--- src/rtl/wb_port_arbiter.sv ---
// wb_port_arbiter: shares the register-file write port between MEM/WB
// writeback and buffered out-of-band completions from long-latency units.
// The pipeline has priority. A starvation counter forces a one-cycle stall
// so that the auxiliary FIFO always drains.
// Optional feature: define WB_ARB_BYPASS_EN to let an aux completion write
// in the same cycle when the FIFO is empty, the pipeline is idle and the
// arbiter is in PIPE_PRI.
module wb_port_arbiter #(
  parameter int XLEN         = 64,
  parameter int AUX_DEPTH    = 4,
  parameter int STARVE_LIMIT = 3
) (
  input  logic                         clk,
  input  logic                         reset,
  input  logic                         pipe_reg_write,
  input  logic [4:0]                   pipe_rd,
  input  logic [XLEN-1:0]              pipe_wdata,
  input  logic                         aux_valid,
  output logic                         aux_ready,
  input  logic [4:0]                   aux_rd,
  input  logic [XLEN-1:0]              aux_wdata,
  output logic                         rf_we,
  output logic [4:0]                   rf_waddr,
  output logic [XLEN-1:0]              rf_wdata,
  output logic                         pipe_stall,
  output logic [$clog2(AUX_DEPTH):0]   aux_count
);

  localparam int PW = $clog2(AUX_DEPTH);
  localparam int SW = $clog2(STARVE_LIMIT + 1);
  localparam logic [SW-1:0] STARVE_MAX = SW'(STARVE_LIMIT);

  typedef enum logic [0:0] {
    ST_PIPE_PRI  = 1'b0,
    ST_AUX_FORCE = 1'b1
  } state_e;

  // Registered state
  state_e            state_q, state_d;
  logic [PW:0]       wptr_q, wptr_d;
  logic [PW:0]       rptr_q, rptr_d;
  logic [SW-1:0]     starve_q, starve_d;
  logic [4:0]        mem_rd_q   [AUX_DEPTH];
  logic [4:0]        mem_rd_d   [AUX_DEPTH];
  logic [XLEN-1:0]   mem_data_q [AUX_DEPTH];
  logic [XLEN-1:0]   mem_data_d [AUX_DEPTH];

  // Combinational helpers
  logic              empty_s;
  logic              full_s;
  logic [4:0]        head_rd_s;
  logic [XLEN-1:0]   head_data_s;
  logic              pipe_live_s;
  logic              pipe_grant_s;
  logic              deq_s;
  logic              bypass_s;
  logic              enq_s;

  // FIFO status and head entry; the extra pointer bit tells full from empty
  always_comb begin
    empty_s     = (wptr_q == rptr_q);
    full_s      = (wptr_q[PW] != rptr_q[PW]) &&
                  (wptr_q[PW-1:0] == rptr_q[PW-1:0]);
    head_rd_s   = mem_rd_q[rptr_q[PW-1:0]];
    head_data_s = mem_data_q[rptr_q[PW-1:0]];
    pipe_live_s = pipe_reg_write && (pipe_rd != 5'd0);
  end

  // State register: FSM state, synchronous reset to PIPE_PRI
  always_ff @(posedge clk) begin
    if (reset) begin
      state_q <= ST_PIPE_PRI;
    end else begin
      state_q <= state_d;
    end
  end

  // Next-state logic: force an aux slot once the pipeline has starved the FIFO
  always_comb begin
    state_d = ST_PIPE_PRI;
    case (state_q)
      ST_PIPE_PRI: begin
        if (starve_d >= STARVE_MAX) begin
          state_d = ST_AUX_FORCE;
        end else begin
          state_d = ST_PIPE_PRI;
        end
      end
      ST_AUX_FORCE: begin
        state_d = ST_PIPE_PRI;
      end
      default: begin
        state_d = ST_PIPE_PRI;
      end
    endcase
  end

  // Output logic: choose the write-port owner and drive the register file
  always_comb begin
    rf_we        = 1'b0;
    rf_waddr     = 5'd0;
    rf_wdata     = {XLEN{1'b0}};
    pipe_stall   = 1'b0;
    aux_ready    = 1'b0;
    deq_s        = 1'b0;
    pipe_grant_s = 1'b0;
    bypass_s     = 1'b0;
    if (reset) begin
      rf_we = 1'b0;
    end else begin
      aux_ready = !full_s;
      case (state_q)
        ST_AUX_FORCE: begin
          // Head wins unconditionally; the pipeline re-presents next cycle
          pipe_stall = 1'b1;
          deq_s      = 1'b1;
          rf_we      = (head_rd_s != 5'd0);
          rf_waddr   = head_rd_s;
          rf_wdata   = head_data_s;
        end
        ST_PIPE_PRI: begin
          if (pipe_live_s) begin
            pipe_grant_s = 1'b1;
            rf_we        = 1'b1;
            rf_waddr     = pipe_rd;
            rf_wdata     = pipe_wdata;
          end else if (!empty_s) begin
            // rd=0 entries still consume their slot with the write suppressed
            deq_s    = 1'b1;
            rf_we    = (head_rd_s != 5'd0);
            rf_waddr = head_rd_s;
            rf_wdata = head_data_s;
          end else begin
`ifdef WB_ARB_BYPASS_EN
            if (aux_valid) begin
              bypass_s = 1'b1;
              rf_we    = (aux_rd != 5'd0);
              rf_waddr = aux_rd;
              rf_wdata = aux_wdata;
            end else begin
              bypass_s = 1'b0;
            end
`else
            bypass_s = 1'b0;
`endif
          end
        end
        default: begin
          rf_we = 1'b0;
        end
      endcase
    end
  end

  // Enqueue unless the completion was written straight through
  always_comb begin
    enq_s = aux_valid && aux_ready && !bypass_s;
  end

  // Starvation counter: counts pipeline wins while the FIFO waits
  always_comb begin
    if ((state_q == ST_PIPE_PRI) && pipe_grant_s && !empty_s) begin
      starve_d = starve_q + SW'(1);
    end else begin
      starve_d = {SW{1'b0}};
    end
  end

  // Pointer advance for enqueue and dequeue
  always_comb begin
    wptr_d = wptr_q + {{PW{1'b0}}, enq_s};
    rptr_d = rptr_q + {{PW{1'b0}}, deq_s};
  end

  // FIFO storage write at the tail
  always_comb begin
    mem_rd_d   = mem_rd_q;
    mem_data_d = mem_data_q;
    if (enq_s) begin
      mem_rd_d[wptr_q[PW-1:0]]   = aux_rd;
      mem_data_d[wptr_q[PW-1:0]] = aux_wdata;
    end else begin
      mem_rd_d   = mem_rd_q;
      mem_data_d = mem_data_q;
    end
  end

  // Pointer, counter and storage registers; reset discards queued entries
  always_ff @(posedge clk) begin
    if (reset) begin
      wptr_q   <= {(PW+1){1'b0}};
      rptr_q   <= {(PW+1){1'b0}};
      starve_q <= {SW{1'b0}};
      for (int i = 0; i < AUX_DEPTH; i++) begin
        mem_rd_q[i]   <= 5'd0;
        mem_data_q[i] <= {XLEN{1'b0}};
      end
    end else begin
      wptr_q     <= wptr_d;
      rptr_q     <= rptr_d;
      starve_q   <= starve_d;
      mem_rd_q   <= mem_rd_d;
      mem_data_q <= mem_data_d;
    end
  end

  // Occupancy reads zero while reset is held
  always_comb begin
    if (reset) begin
      aux_count = {(PW+1){1'b0}};
    end else begin
      aux_count = wptr_q - rptr_q;
    end
  end

endmodule

--- config.mk ---
export PLATFORM = sky130hd
export DESIGN_NAME = wb_port_arbiter
export DESIGN_NICKNAME = d
export VERILOG_FILES = /design/src/rtl/wb_port_arbiter.sv
export SDC_FILE = /design/constraint.sdc
export NUM_CORES = 1
export LEC_CHECK = 0
export ABC_CLOCK_PERIOD_IN_PS = 3880
export BUFFER_PORTS_ARGS = -buffer_cell sky130_fd_sc_hd__buf_4
export CELL_PAD_IN_SITES_DETAIL_PLACEMENT = 1
export CELL_PAD_IN_SITES_GLOBAL_PLACEMENT = 1
export CORE_MARGIN = 4
export CORE_UTILIZATION = 36
export CTS_CLUSTER_DIAMETER = 50
export DETAILED_ROUTE_END_ITERATION = 8
export GPL_ROUTABILITY_DRIVEN = 0
export MAX_ROUTING_LAYER = met4
export PLACE_DENSITY_LB_ADDON = 0.1
export SLEW_MARGIN = 20
export SYNTH_ARGS = -nofsm -noshare
export SYNTH_HDL_FRONTEND = slang
export SYNTH_SLANG_ARGS = --single-unit
--- constraint.sdc ---
create_clock -name clk -period 3.88 [get_ports clk]
set_input_delay 0.194 -clock clk [delete_from_list [all_inputs] [get_ports clk]]
set_output_delay 0.194 -clock clk [all_outputs]
set_load 0.005 [all_outputs]
Yosys cells after proc, flatten, opt, wreduce, memory -nomap -nowiden
Cells that the tools add are included.
{"block": "word_totals", "register_bits": 285, "input_bits": 142, "output_inout_bits": 75, "wordCells": 74}
{"block": "classes", "n_addsub": 4, "n_lt_le_gt_ge": 4, "n_eq_ne": 3, "mux": 38, "bitwise_logic": 3, "reduce_logical": 10}
{"op": "$mux W64", "n": 6}
{"op": "$bwmux W256", "n": 1}
{"op": "$bmux W64 S2", "n": 1}
{"op": "$demux W64 S2", "n": 1}
{"op": "$pmux W64 S2", "n": 1}
{"op": "$mux W5", "n": 6}
{"op": "$bwmux W20", "n": 1}
{"op": "$mux W1", "n": 13}
{"op": "$bmux W5 S2", "n": 1}
{"op": "$demux W5 S2", "n": 1}
{"op": "$pmux W5 S2", "n": 1}
{"op": "$reduce_bool A5 Y1", "n": 2}
{"op": "$add A3 B1 Y3", "n": 2}
{"op": "$ge A3 B3 Y1 const B", "n": 2}
{"op": "$logic_and A1 B1 Y1", "n": 6}
{"op": "$not A2 Y3", "n": 2}
{"op": "$pmux W1 S2", "n": 3}
{"op": "$eq A3 B3 Y1", "n": 1}
{"op": "$lt A3 B1 Y1 const B", "n": 1}
{"op": "$mux W3", "n": 1}
{"op": "$sub A3 B3 Y3", "n": 1}
{"op": "$add A2 B1 Y2 const B", "n": 1}
{"op": "$eq A2 B2 Y1", "n": 1}
{"op": "$ge A2 B2 Y1 const B", "n": 1}
{"op": "other kinds (4)", "n": 5}

Logic depth before layout (Yosys ltp)
Gate-level depths: netlist of the first run.
{"block": "logic_depth", "ltp_word": 11, "mapped_depth": 16, "ltp_nobuf": 10}

Least setup slack after synthesis of the first run
Ideal clock, no wire load.
{"block": "synth_timing", "path_type": "flip-flop to flip-flop", "from": "reg rptr_q[1]", "to": "reg rptr_q[1]", "setup_time_ns": 0.128, "t_arrival_ns": 2.884, "t_required_ns": 3.752, "slack_ns": 0.868, "stages_incl_launch_ff": 16, "n_path_buf": 6, "synth_period_minus_slack_ns": 3.012, "cell_sequence": "dfxtp_1 -> buf_2 -> buf_4 -> buf_2 -> inv_1 -> ha_1 -> and2_1 -> buf_2 -> nand2b_1 -> a21o_1 -> buf_2 -> buf_2 -> and2_1 -> ha_1 -> ha_1 -> nor2b_1"}
{"block": "synth_via", "elab_chain_len": 6}
{"element": "from (decl)", "line_no": "41", "source": "logic [PW:0] rptr_q, rptr_d;"}
{"element": "from (signal assigned)", "line_no": "192", "source": "rptr_q <= {(PW+1){1'b0}};"}
{"element": "from (signal assigned)", "line_no": "200", "source": "rptr_q <= rptr_d;"}
{"element": "$eq A3 B3 Y1", "line_no": "61", "source": "empty_s = (wptr_q == rptr_q);"}
{"element": "$mux W1", "line_no": "127", "source": "end else if (!empty_s) begin"}
{"element": "$mux W1", "line_no": "122", "source": "if (pipe_live_s) begin"}
{"element": "$pmux W1 S2", "line_no": "112", "source": "case (state_q)"}
{"element": "$mux W1", "line_no": "108", "source": "if (reset) begin"}
{"element": "$add A3 B1 Y3 *", "line_no": "172", "source": "rptr_d = rptr_q + {{PW{1'b0}}, deq_s};"}
{"element": "named net rptr_d[1]", "line_no": "41"}
The timed path passes the listed nets; every way through them passes the cells marked *.
A chain may end at the register's enable or synchronous reset.

Worst setup path in the final report of the first run
{"block": "layout_timing", "from": "reg wptr_q[0]", "to": "out rf_wdata[8]"}
{"block": "layout_via", "elab_chain_len": 5}
{"element": "from (decl)", "line_no": "40", "source": "logic [PW:0] wptr_q, wptr_d;"}
{"element": "from (signal assigned)", "line_no": "191", "source": "wptr_q <= {(PW+1){1'b0}};"}
{"element": "from (signal assigned)", "line_no": "199", "source": "wptr_q <= wptr_d;"}
{"element": "$eq A3 B3 Y1", "line_no": "61"}
{"element": "$mux W64", "line_no": "127"}
{"element": "$mux W64", "line_no": "122"}
{"element": "$pmux W64 S2", "line_no": "112"}
{"element": "$mux W64", "line_no": "108"}
{"element": "to (decl)", "line_no": "24", "source": "output logic [XLEN-1:0] rf_wdata,"}
No other way between the ends.

==> summary.txt, run 1 <==
Status
  – Status: completed

Worst setup path
  – Worst Reg-to-Reg Cells: 9
  – Crit path cell chain: inv_1, ha_1, and2_1, nand2b_1, a21o_4, buf_4, a32o_1, buf_4
  – Critical path endpoint: rf_wdata[8]
  – CP max-delay cell: and2_1
  – CP most frequent cell: buf_4
  – Element type at the critical path start: register
  – Reg2reg setup slack: 0.87 ns
  – Crit path largest cell delay: 0.51 ns
  – Worst-path fanout max: 39
  – Worst setup path class: reg2out
  – Worst Setup SP: wptr_q[0]$_SDFF_PP0_
  – Critical Path Sink Type: output port
  – RR Endpoint: rptr_q[1]$_SDFF_PP0_
  – Reg2reg start: wptr_q[0]$_SDFF_PP0_
  – Worst Path Arrival: 3.38 ns
  – Required @ worst endpoint: 3.69 ns

STA
  – Setup TNS: 0 ns
  – Worst rel slew slack: 26.9%
  – Crit share post-route: 92.2%
  – Final setup skew: 0.0104 ns
  – Slew Limit Fails: 0
  – Slew @ Worst Pin: 1.10 ns
  – FMAX: 0.280 GHz
  – Fin crit period: 3.58 ns
  – Hold_ws: 0.186 ns
  – Final Setup Violations: 0
  – RSZ-0062 raised after global routing: no
  – Final hold viol count: 0

Yosys
  – Mapped Cells: 1441
  – Ys Warns: 0
  – Post-synth top area share: 45.9%
  – Syn Area/Cell: 8.63 um^2
  – Area contributors post-synth: dfxtp_1 46%, nand2_1 17%, mux4_2 12%
  – Distinct cells, synth: 32
  – Top-count cell post-synth: nand2_1
  – Sequential fraction of the synthesis area: 45.9%
  – Yosys reg bits: 285
  – Synth Flop Type: dfxtp_1
  – FFs w/ async S/R, synth: 0%
  – Mapped Nets: 1590
  – Post-Syn Area: 12400 um^2
  – Number of flops mapped to enable cells by yosys: 0
  – Largest area contributor in the netlist: dfxtp_1
  – Commonest cells in the netlist: 554 x nand2_1, 285 x dfxtp_1, 278 x a21oi_1

Min path
  – Hold Startpoint: reset
  – Hold crit path type: in2reg

Detailed routing
  – Routed wire per std cell: 19.9 um
  – Vias: 11400
  – Drt pass-1 iters: 4
  – DR iter-0 viols: 637
  – Antenna-violating nets left: 0
  – DRC viols: 0
  – Drt total wl: 42400 um
  – Post-DR vias/cell: 5.33

Power and ir drop
  – IR Drop Worst-Case VDD: 0.272 mV
  – Power, Total: 7.14 mW
  – PD cells: 440 nW/um^2
  – Lkg Pwr: 5.75 nW

Finish
  – Area growth from synthesis to layout: 30.5%
  – Cell Count, Final, Fillers Out: 2132
  – Fraction of layout cells with a size suffix above 1: 22.7%
  – Final Net Count: 1807
  – Footprint of the multi-input gates: 6150 um^2
  – Filler Cells Inserted: 3936
  – Fin util: 48.1%
  – Seq. cell area: 5710 um^2

CTS
  – Clock latency on the worst-skew pair: 0.51 ns
  – CTS tree: done
  – H-tree Lvls: 2
  – Clock transition at path regs: 0.06 ns
  – Clock Root Buffer: clkbuf_16
  – Inserted Clock Buffers: 38
  – CTS sink count: 285
  – Clock Tree Buf Depth: 3
  – # Post-CTS Setup Buffers: 0

Global routing
  – GRT Residual Overflow: 0
  – Initial antenna violation count: 1
  – Largest net degree at the start of global routing: 102
  – Vias in the first global route: 12100
  – Global-route wire length before repair: 67900 um
  – Total track usage: 22.5%

Place
  – Port bufs: 216
  – Final HPWL DP: 25100 um
  – Cells after DPL: 1997

Floorplanning
  – Starting density of the core: 36.8%
  – DIE AREA: 37600 um^2
  – I/O pin total: 217
  – Die Wd: 194 um
  – Die H: 194 um
  – Row cnt: 67
  – Placeable Area: 33800 um^2

Run
  – Max-cap violations: 0
==> state kept, by name, summed over array words and instances (netlist names) <==
signal      cells
mem_data_q    256
mem_rd_q       20
rptr_q          3
wptr_q          3
starve_q        2
state_q         1
==> metal layers <==
layer  wire length [um]  up-vias  GRT usage, %
li1                   -     5393             -
met1              19900     5686          30.1
met2              20200      240          37.2
met3               1630       48          2.97
met4                646        0          4.45
met5                  0        -             -
==> worst max-delay path: cells and delay by family (launching register included) <==
kind	cells	cell delay, ns
AND/OR/NAND/NOR	2	0.75
adder cells (fa/ha/maj)	1	0.29
AO/OA/AOI/OAI	2	0.74
buffers and inverters	3	0.53
flip-flops	1	0.48
==> how the worst min path moves through the flow <==
stage / endpoint / slack, ns / cells past startpoint
detailed placement: mem_data_q[140]$_SDFFE_PP0P_ / 0.45 / 2
finish: mem_data_q[218]$_SDFFE_PP0P_ / 0.19 / 2
global route: mem_data_q[25]$_SDFFE_PP0P_ / 0.20 / 2
CTS: wptr_q[0]$_SDFF_PP0_ / 0.18 / 4
floorplan: mem_data_q[0]$_SDFFE_PP0P_ / 0.33 / 2
global placement: starve_q[0]$_SDFF_PP0_ / 0.44 / 1
==> cell type report <==
cell class | count | area share [%]
clock inverter | 10 | 0.532
tap | 448 | 3.45
timing repair buffer | 311 | 15.8
antenna | 2 | 0.0308
clock buffer | 54 | 6.99
multi-input combinational | 1017 | 37.9
sequential | 285 | 35.2
inverter | 5 | 0.116
==> power by group <==
part	leakage [nW]	internal (mW)	switching [mW]
clock network	0.607	2.10	1.30
logic	2.83	0.332	0.393
registers	2.31	2.99	0.0354
==> per-stage QoR <==
step                instance area, um^2  setup WS (ns)
floorplan                         12400          0.868
global placement                  14300          0.749
detailed placement                14300          0.650
CTS                               16200         0.0874
global route                      16200          0.130
finish                            16200          0.304
==> repair_timing <==
action	CTS	global route
endpoints found under the hold margin	276	0
setup endpoints to repair	0	32
hold buffers	69	0
gates resized for setup	0	1
==> cell usage in the layout (no fill, tap or decap), types with 6 or more instances in the layout <==
cell type,Yosys,final
clkbuf_8,0,6
nand2_1,554,554
buf_4,7,237
a21oi_1,278,278
clkbuf_16,0,41
mux4_2,69,69
a32o_1,69,69
ha_1,6,6
dlygate4sd3_1,0,69
dfxtp_1,285,283
nor2_1,8,8
clkbuf_1,81,7
clkinv_2,0,6
==> kinds of logic after synthesis <==
logic type / synth area share [%]
AO/OA/AOI/OAI: 17.8
XOR/XNOR: 0.352
adder cells (fa/ha/maj): 0.764
buffers and inverters: 4.97
flip-flops: 45.9
multiplexers: 12.5
AND/OR/NAND/NOR: 17.8
No activity file was read; power rests on OpenSTA's default activity.
==> run 2: changes to the inputs <==
- RECOVER_POWER: unset -> 25
==> run 2 against run 1 <==
The run now ends with capacitance limit, slew limit left. Critical path depth unchanged. Register-to-register slack got worse by 0.47 ns. Global-route usage unchanged. Count of clock-buffer cells in the layout unchanged. Largest cell class unchanged. Final cell count unchanged. Final area shrank 0.21%. Utilization fell by 0.10 points. Clock power hardly changed. Sequential share of layout area rose by 0.073 points. Clock skew about the same.
==> summary.txt, run 2 (synthesis results as in run 1) <==
Status
  – Status: finished, violations left
  – Violated checks: capacitance limit, slew limit

Finish
  – Biggest register: mem_data_q
  – Post-route design area: 16200 um^2 (-0.21%)
  – Area growth from synthesis to layout: 30.2%
  – Seq. cell area: 5710 um^2 (unchanged)
  – Max reg flops: 256 (unchanged)
  – Filler Cells Inserted: 3940 (+0.10%)
  – Fraction of layout cells with a size suffix above 1: 22.4% (-0.30 points)
  – Most common cell after layout, fill and taps aside: nand2_1
  – Final Net Count: 1807 (unchanged)
  – Commonest cells after routing, fill and taps aside: 554 x nand2_1, 283 x dfxtp_1, 278 x a21oi_1
  – Footprint of the multi-input gates: 6150 um^2 (about the same)
  – Fin util: 48.0% (-0.10 points)
  – Biggest regs: mem_data_q (256), mem_rd_q (20)

STA
  – Worst rel slew slack: -42.2% (-69 points)
  – Final Setup Violations: 0 (unchanged)
  – FMAX: 0.282 GHz (+0.85%)
  – Slew @ Worst Pin: 2.13 ns (+1.04 ns)
  – Crit share post-route: 91.4% (-0.78 points)
  – Hold_ws: 0.184 ns (-0.00235 ns)
  – Setup TNS: 0 ns (unchanged)
  – Final hold viol count: 0 (unchanged)
  – RSZ-0062 raised after global routing: no
  – Final setup skew: 0.0102 ns (-0.000153 ns)
  – Slew Limit Fails: 99 (+99)
  – Fin crit period: 3.55 ns (-0.0303 ns)

Power and ir drop
  – PD cells: 440 nW/um^2 (about the same)
  – Power, Total: 7.13 mW (-0.13%)
  – Lkg Pwr: 5.73 nW (-0.35%)
  – IR Drop Worst-Case VDD: 0.272 mV (about the same)

Detailed routing
  – Vias: 11400 (+0.13%)
  – Routed wire per std cell: 19.9 um (about the same)
  – DRC viols: 0 (unchanged)
  – DR iter-0 viols: 600 (-5.8%)
  – Drt total wl: 42400 um (about the same)
  – Drt pass-1 iters: 5 (+1)
  – Antenna-violating nets left: 0 (unchanged)
  – Post-DR vias/cell: 5.34 (+0.13%)

Run
  – Max-cap violations: 1 (+1)

Place
  – Final HPWL DP: 25100 um (unchanged)
  – Port bufs: 216 (unchanged)
  – Dpl cell area: 14300 um^2 (unchanged)

Floorplanning
  – Die Wd: 194 um (unchanged)
  – Starting density of the core: 36.8% (unchanged)
  – Die H: 194 um (unchanged)
  – DIE AREA: 37600 um^2 (unchanged)
  – I/O pin total: 217 (unchanged)
  – Placeable Area: 33800 um^2 (unchanged)
  – Row cnt: 67 (unchanged)

CTS
  – Clock Root Buffer: clkbuf_16
  – Clock latency on the worst-skew pair: 0.51 ns (about the same)
  – # Post-CTS Setup Buffers: 0 (unchanged)
  – H-tree Lvls: 2 (unchanged)
  – CTS sink count: 285 (unchanged)
  – Clock Tree Buf Depth: 3 (unchanged)
  – CTS tree: done
  – Clock transition at path regs: 0.06 ns (about the same)
  – Inserted Clock Buffers: 38 (unchanged)

Global routing
  – Initial antenna violation count: 1 (unchanged)
  – Total track usage: 22.5% (unchanged)
  – Largest net degree at the start of global routing: 102 (unchanged)
  – Vias in the first global route: 12100 (unchanged)
  – Global-route wire length before repair: 67900 um (unchanged)
  – GRT Residual Overflow: 0 (unchanged)

Worst setup path
  – Critical Path Sink Type: output port
  – Worst Path Arrival: 3.35 ns (-0.03 ns)
  – Worst-path fanout max: 39 (unchanged)
  – Worst setup path class: reg2out
  – Element type at the critical path start: register
  – Required @ worst endpoint: 3.69 ns (about the same)

Min path
  – Hold crit path type: in2reg
==> run 2: cell types whose count changed in the layout (fill, tap and decap cells not counted), sizes merged <==
cell    previous run  this run
clkbuf            54        61
buf              242       235
==> run 2: where the power goes <==
part	internal, mW	switching (mW)	leakage, nW
sequential	2.99	0.0354	2.31
clock	2.10	1.29	0.607
combinational	0.328	0.391	2.81
total	5.41	1.72	5.73
==> run 2: area by class of cell <==
class                           instances  share of cell area (%)
Antenna cell                            2                  0.0309
Timing Repair Buffer                  311                    15.6
Tap cell                              448                    3.46
Clock inverter                         10                   0.533
Sequential cell                       285                    35.3
Clock buffer                           54                    7.00
Multi-Input combinational cell       1017                    38.0
Inverter                                5                   0.116
==> run 2: repair_timing <==
| action | CTS | global route |
|---|---|---|
| hold buffers | 69 | 0 |
| resized for setup | 0 | 1 |
| hold endpoints to repair | 276 | 0 |
| endpoints found under the setup margin | 0 | 32 |
==> run 2: metrics by stage <==
step                setup slack [ns]  instances
floorplan                      0.868       1441
global placement               0.749       1997
detailed placement             0.650       1997
CTS                           0.0874       2130
global route                   0.120       2131
finish                         0.335       2132
==> run 2: layer usage <==
layer  track usage, %  up-vias  part of all wire (%)
li1                 -     5398                     -
met1             30.1     5694                    47
met2             37.2      242                    48
met3             2.97       48                   3.9
met4             4.45        0                   1.5
met5                -        -                     0
==> run 2: worst paths after layout <==
kind                               start                           end  slack, ns  depth (start not counted)
max                 wptr_q[0]$_SDFF_PP0_                   rf_wdata[8]       0.33                          8
min                                reset  mem_data_q[218]$_SDFFE_PP0P_       0.18                          2
max reg2reg         wptr_q[0]$_SDFF_PP0_  mem_data_q[210]$_SDFFE_PP0P_       0.40                          7
min reg2reg  mem_data_q[10]$_SDFFE_PP0P_   mem_data_q[10]$_SDFFE_PP0P_       0.45                          2
==> run 2: critical path: stages (launching register included) <==
cell and delay, ns:
dfxtp_1 0.47, inv_1 0.08, ha_1 0.29, and2_1 0.51, nand2b_1 0.24, a21o_4 0.42, buf_4 0.31, a32o_1 0.31
buf_4 0.14
==> run 3: changes to the inputs <==
- RECOVER_POWER: 25 -> 100
==> run 3 against run 2 <==
The flow still finishes with violations (capacitance limit, slew limit). Register-to-register slack got worse by 0.07 ns. Final cell count did not move. Flip-flop and latch count did not move. Combinational power fell by 1%. Count of clock-buffer cells in the layout did not move. Sequential share of layout area rose by 0.093 points. Critical path depth did not move. Global-route usage did not move. Largest cell class unchanged.
==> summary.txt, run 3 (synthesis results as in run 1) <==
Detailed routing
  – DR iter-0 viols: 643 (+7.2%)
  – Antenna-violating nets left: 0 (unchanged)
  – Drt pass-1 iters: 5 (unchanged)
  – Drt total wl: 42200 um (-0.29%)
  – DRC viols: 0 (unchanged)
  – Post-DR vias/cell: 5.33 (-0.19%)
  – Routed wire per std cell: 19.8 um (-0.29%)
  – Vias: 11400 (-0.19%)

Power and ir drop
  – IR Drop Worst-Case VDD: 0.272 mV (about the same)
  – Lkg Pwr: 5.66 nW (-1.2%)
  – Power, Total: 7.13 mW (about the same)
  – PD cells: 441 nW/um^2 (+0.18%)

STA
  – Final hold viol count: 0 (unchanged)
  – Setup TNS: 0 ns (unchanged)
  – FMAX: 0.281 GHz (-0.49%)
  – RSZ-0062 raised after global routing: no
  – Hold_ws: 0.184 ns (-0.000256 ns)
  – Slew Limit Fails: 131 (+32%)
  – Final Setup Violations: 0 (unchanged)
  – Crit share post-route: 91.8% (+0.45 points)
  – Slew @ Worst Pin: 2.10 ns (-0.0371 ns)
  – Final setup skew: 0.00944 ns (-0.000800 ns)
  – Fin crit period: 3.56 ns (+0.0175 ns)
  – Worst rel slew slack: -39.7% (+2.5 points)

Finish
  – Fraction of layout cells with a size suffix above 1: 21.9% (-0.48 points)
  – Max reg flops: 256 (unchanged)
  – Area growth from synthesis to layout: 29.9%
  – Commonest cells after routing, fill and taps aside: 554 x nand2_1, 283 x dfxtp_1, 278 x a21oi_1
  – Most common cell after layout, fill and taps aside: nand2_1
  – Final Net Count: 1807 (unchanged)
  – Biggest regs: mem_data_q (256), mem_rd_q (20)
  – Biggest register: mem_data_q

CTS
  – CTS sink count: 285 (unchanged)
  – Clock Root Buffer: clkbuf_16
  – Clock Tree Buf Depth: 3 (unchanged)
  – # Post-CTS Setup Buffers: 0 (unchanged)
  – Inserted Clock Buffers: 38 (unchanged)
  – Clock latency on the worst-skew pair: 0.51 ns (about the same)
  – CTS tree: done
  – Clock transition at path regs: 0.06 ns (about the same)
  – H-tree Lvls: 2 (unchanged)

Global routing
  – Initial antenna violation count: 1 (unchanged)
  – GRT Residual Overflow: 0 (unchanged)
  – Largest net degree at the start of global routing: 102 (unchanged)
  – Global-route wire length before repair: 67900 um (unchanged)
  – Vias in the first global route: 12100 (unchanged)
  – Total track usage: 22.5% (unchanged)

Worst setup path
  – Required @ worst endpoint: 3.69 ns (about the same)
  – Critical Path Sink Type: output port
  – Worst setup path class: reg2out
  – Worst-path fanout max: 39 (unchanged)
  – Worst Path Arrival: 3.37 ns (+0.02 ns)
  – Element type at the critical path start: register

Floorplanning
  – Row cnt: 67 (unchanged)
  – Die Wd: 194 um (unchanged)
  – DIE AREA: 37600 um^2 (unchanged)
  – Die H: 194 um (unchanged)
  – Placeable Area: 33800 um^2 (unchanged)
  – Starting density of the core: 36.8% (unchanged)
  – I/O pin total: 217 (unchanged)

Place
  – Final HPWL DP: 25100 um (unchanged)
  – Port bufs: 216 (unchanged)

Run
  – Max-cap violations: 2 (+1)

Min path
  – Hold crit path type: in2reg

Status
  – Violated checks: capacitance limit, slew limit
  – Status: finished, violations left
[run 3: changes by cell type in the layout (fill, tap and decap cells not counted), sizes merged]
cell,change
buf,-72
clkbuf,+72
[run 3: path summary, 6_finish.rpt]
kind	startpoint	end	slack (ns)	cells past startpoint
min reg2reg	mem_data_q[10]$_SDFFE_PP0P_	mem_data_q[10]$_SDFFE_PP0P_	0.45	2
max	wptr_q[0]$_SDFF_PP0_	rf_wdata[8]	0.32	8
max reg2reg	wptr_q[0]$_SDFF_PP0_	mem_data_q[33]$_SDFFE_PP0P_	0.33	7
min	reset	mem_data_q[218]$_SDFFE_PP0P_	0.18	2
[run 3: cell type report]
type / instances / area [um^2]
sequential: 285 / 5710
antenna: 2 / 5.00
fill: 3945 / 17600
tap: 448 / 561
timing repair buffer: 311 / 2490
multi-input combinational: 1017 / 6150
clock buffer: 54 / 1130
clock inverter: 10 / 86.3
inverter: 5 / 18.8
[run 3: routing by layer]
metal | vias up | wire [um] | track usage, %
met4 | 0 | 647 | 4.45
met2 | 222 | 20300 | 37.2
met5 | - | 0 | -
li1 | 5403 | - | -
met3 | 48 | 1560 | 2.97
met1 | 5687 | 19800 | 30.1
[run 3: metrics by stage]
step	util, %	area, um^2	cells	setup WS, ns
final	47.8	16200	2132	0.317
after global routing	47.8	16200	2131	0.0808
after CTS	48.0	16200	2130	0.0874
after detailed placement	42.4	14300	1997	0.650
after global placement	42.4	14300	1997	0.749
after floorplan	-	12400	1441	0.868
[run 3: power breakdown]
part           total [mW]  switching, mW  internal (mW)
registers            3.02         0.0352           2.99
logic               0.712          0.391          0.322
clock network        3.39           1.29           2.10
[run 3: repair_timing]
item | CTS | global route
gates resized for setup | 0 | 1
setup endpoints to repair | 0 | 32
hold endpoints to repair | 276 | 0
hold buffers | 69 | 0
[run 3: worst max-delay path, stage by stage, from the launching register on]
cell and delay (ns):
dfxtp_1 0.47, inv_1 0.08, ha_1 0.29, and2_1 0.51, nand2b_1 0.24, a21o_4 0.43
buf_4 0.32, a32o_1 0.32, clkbuf_4 0.14
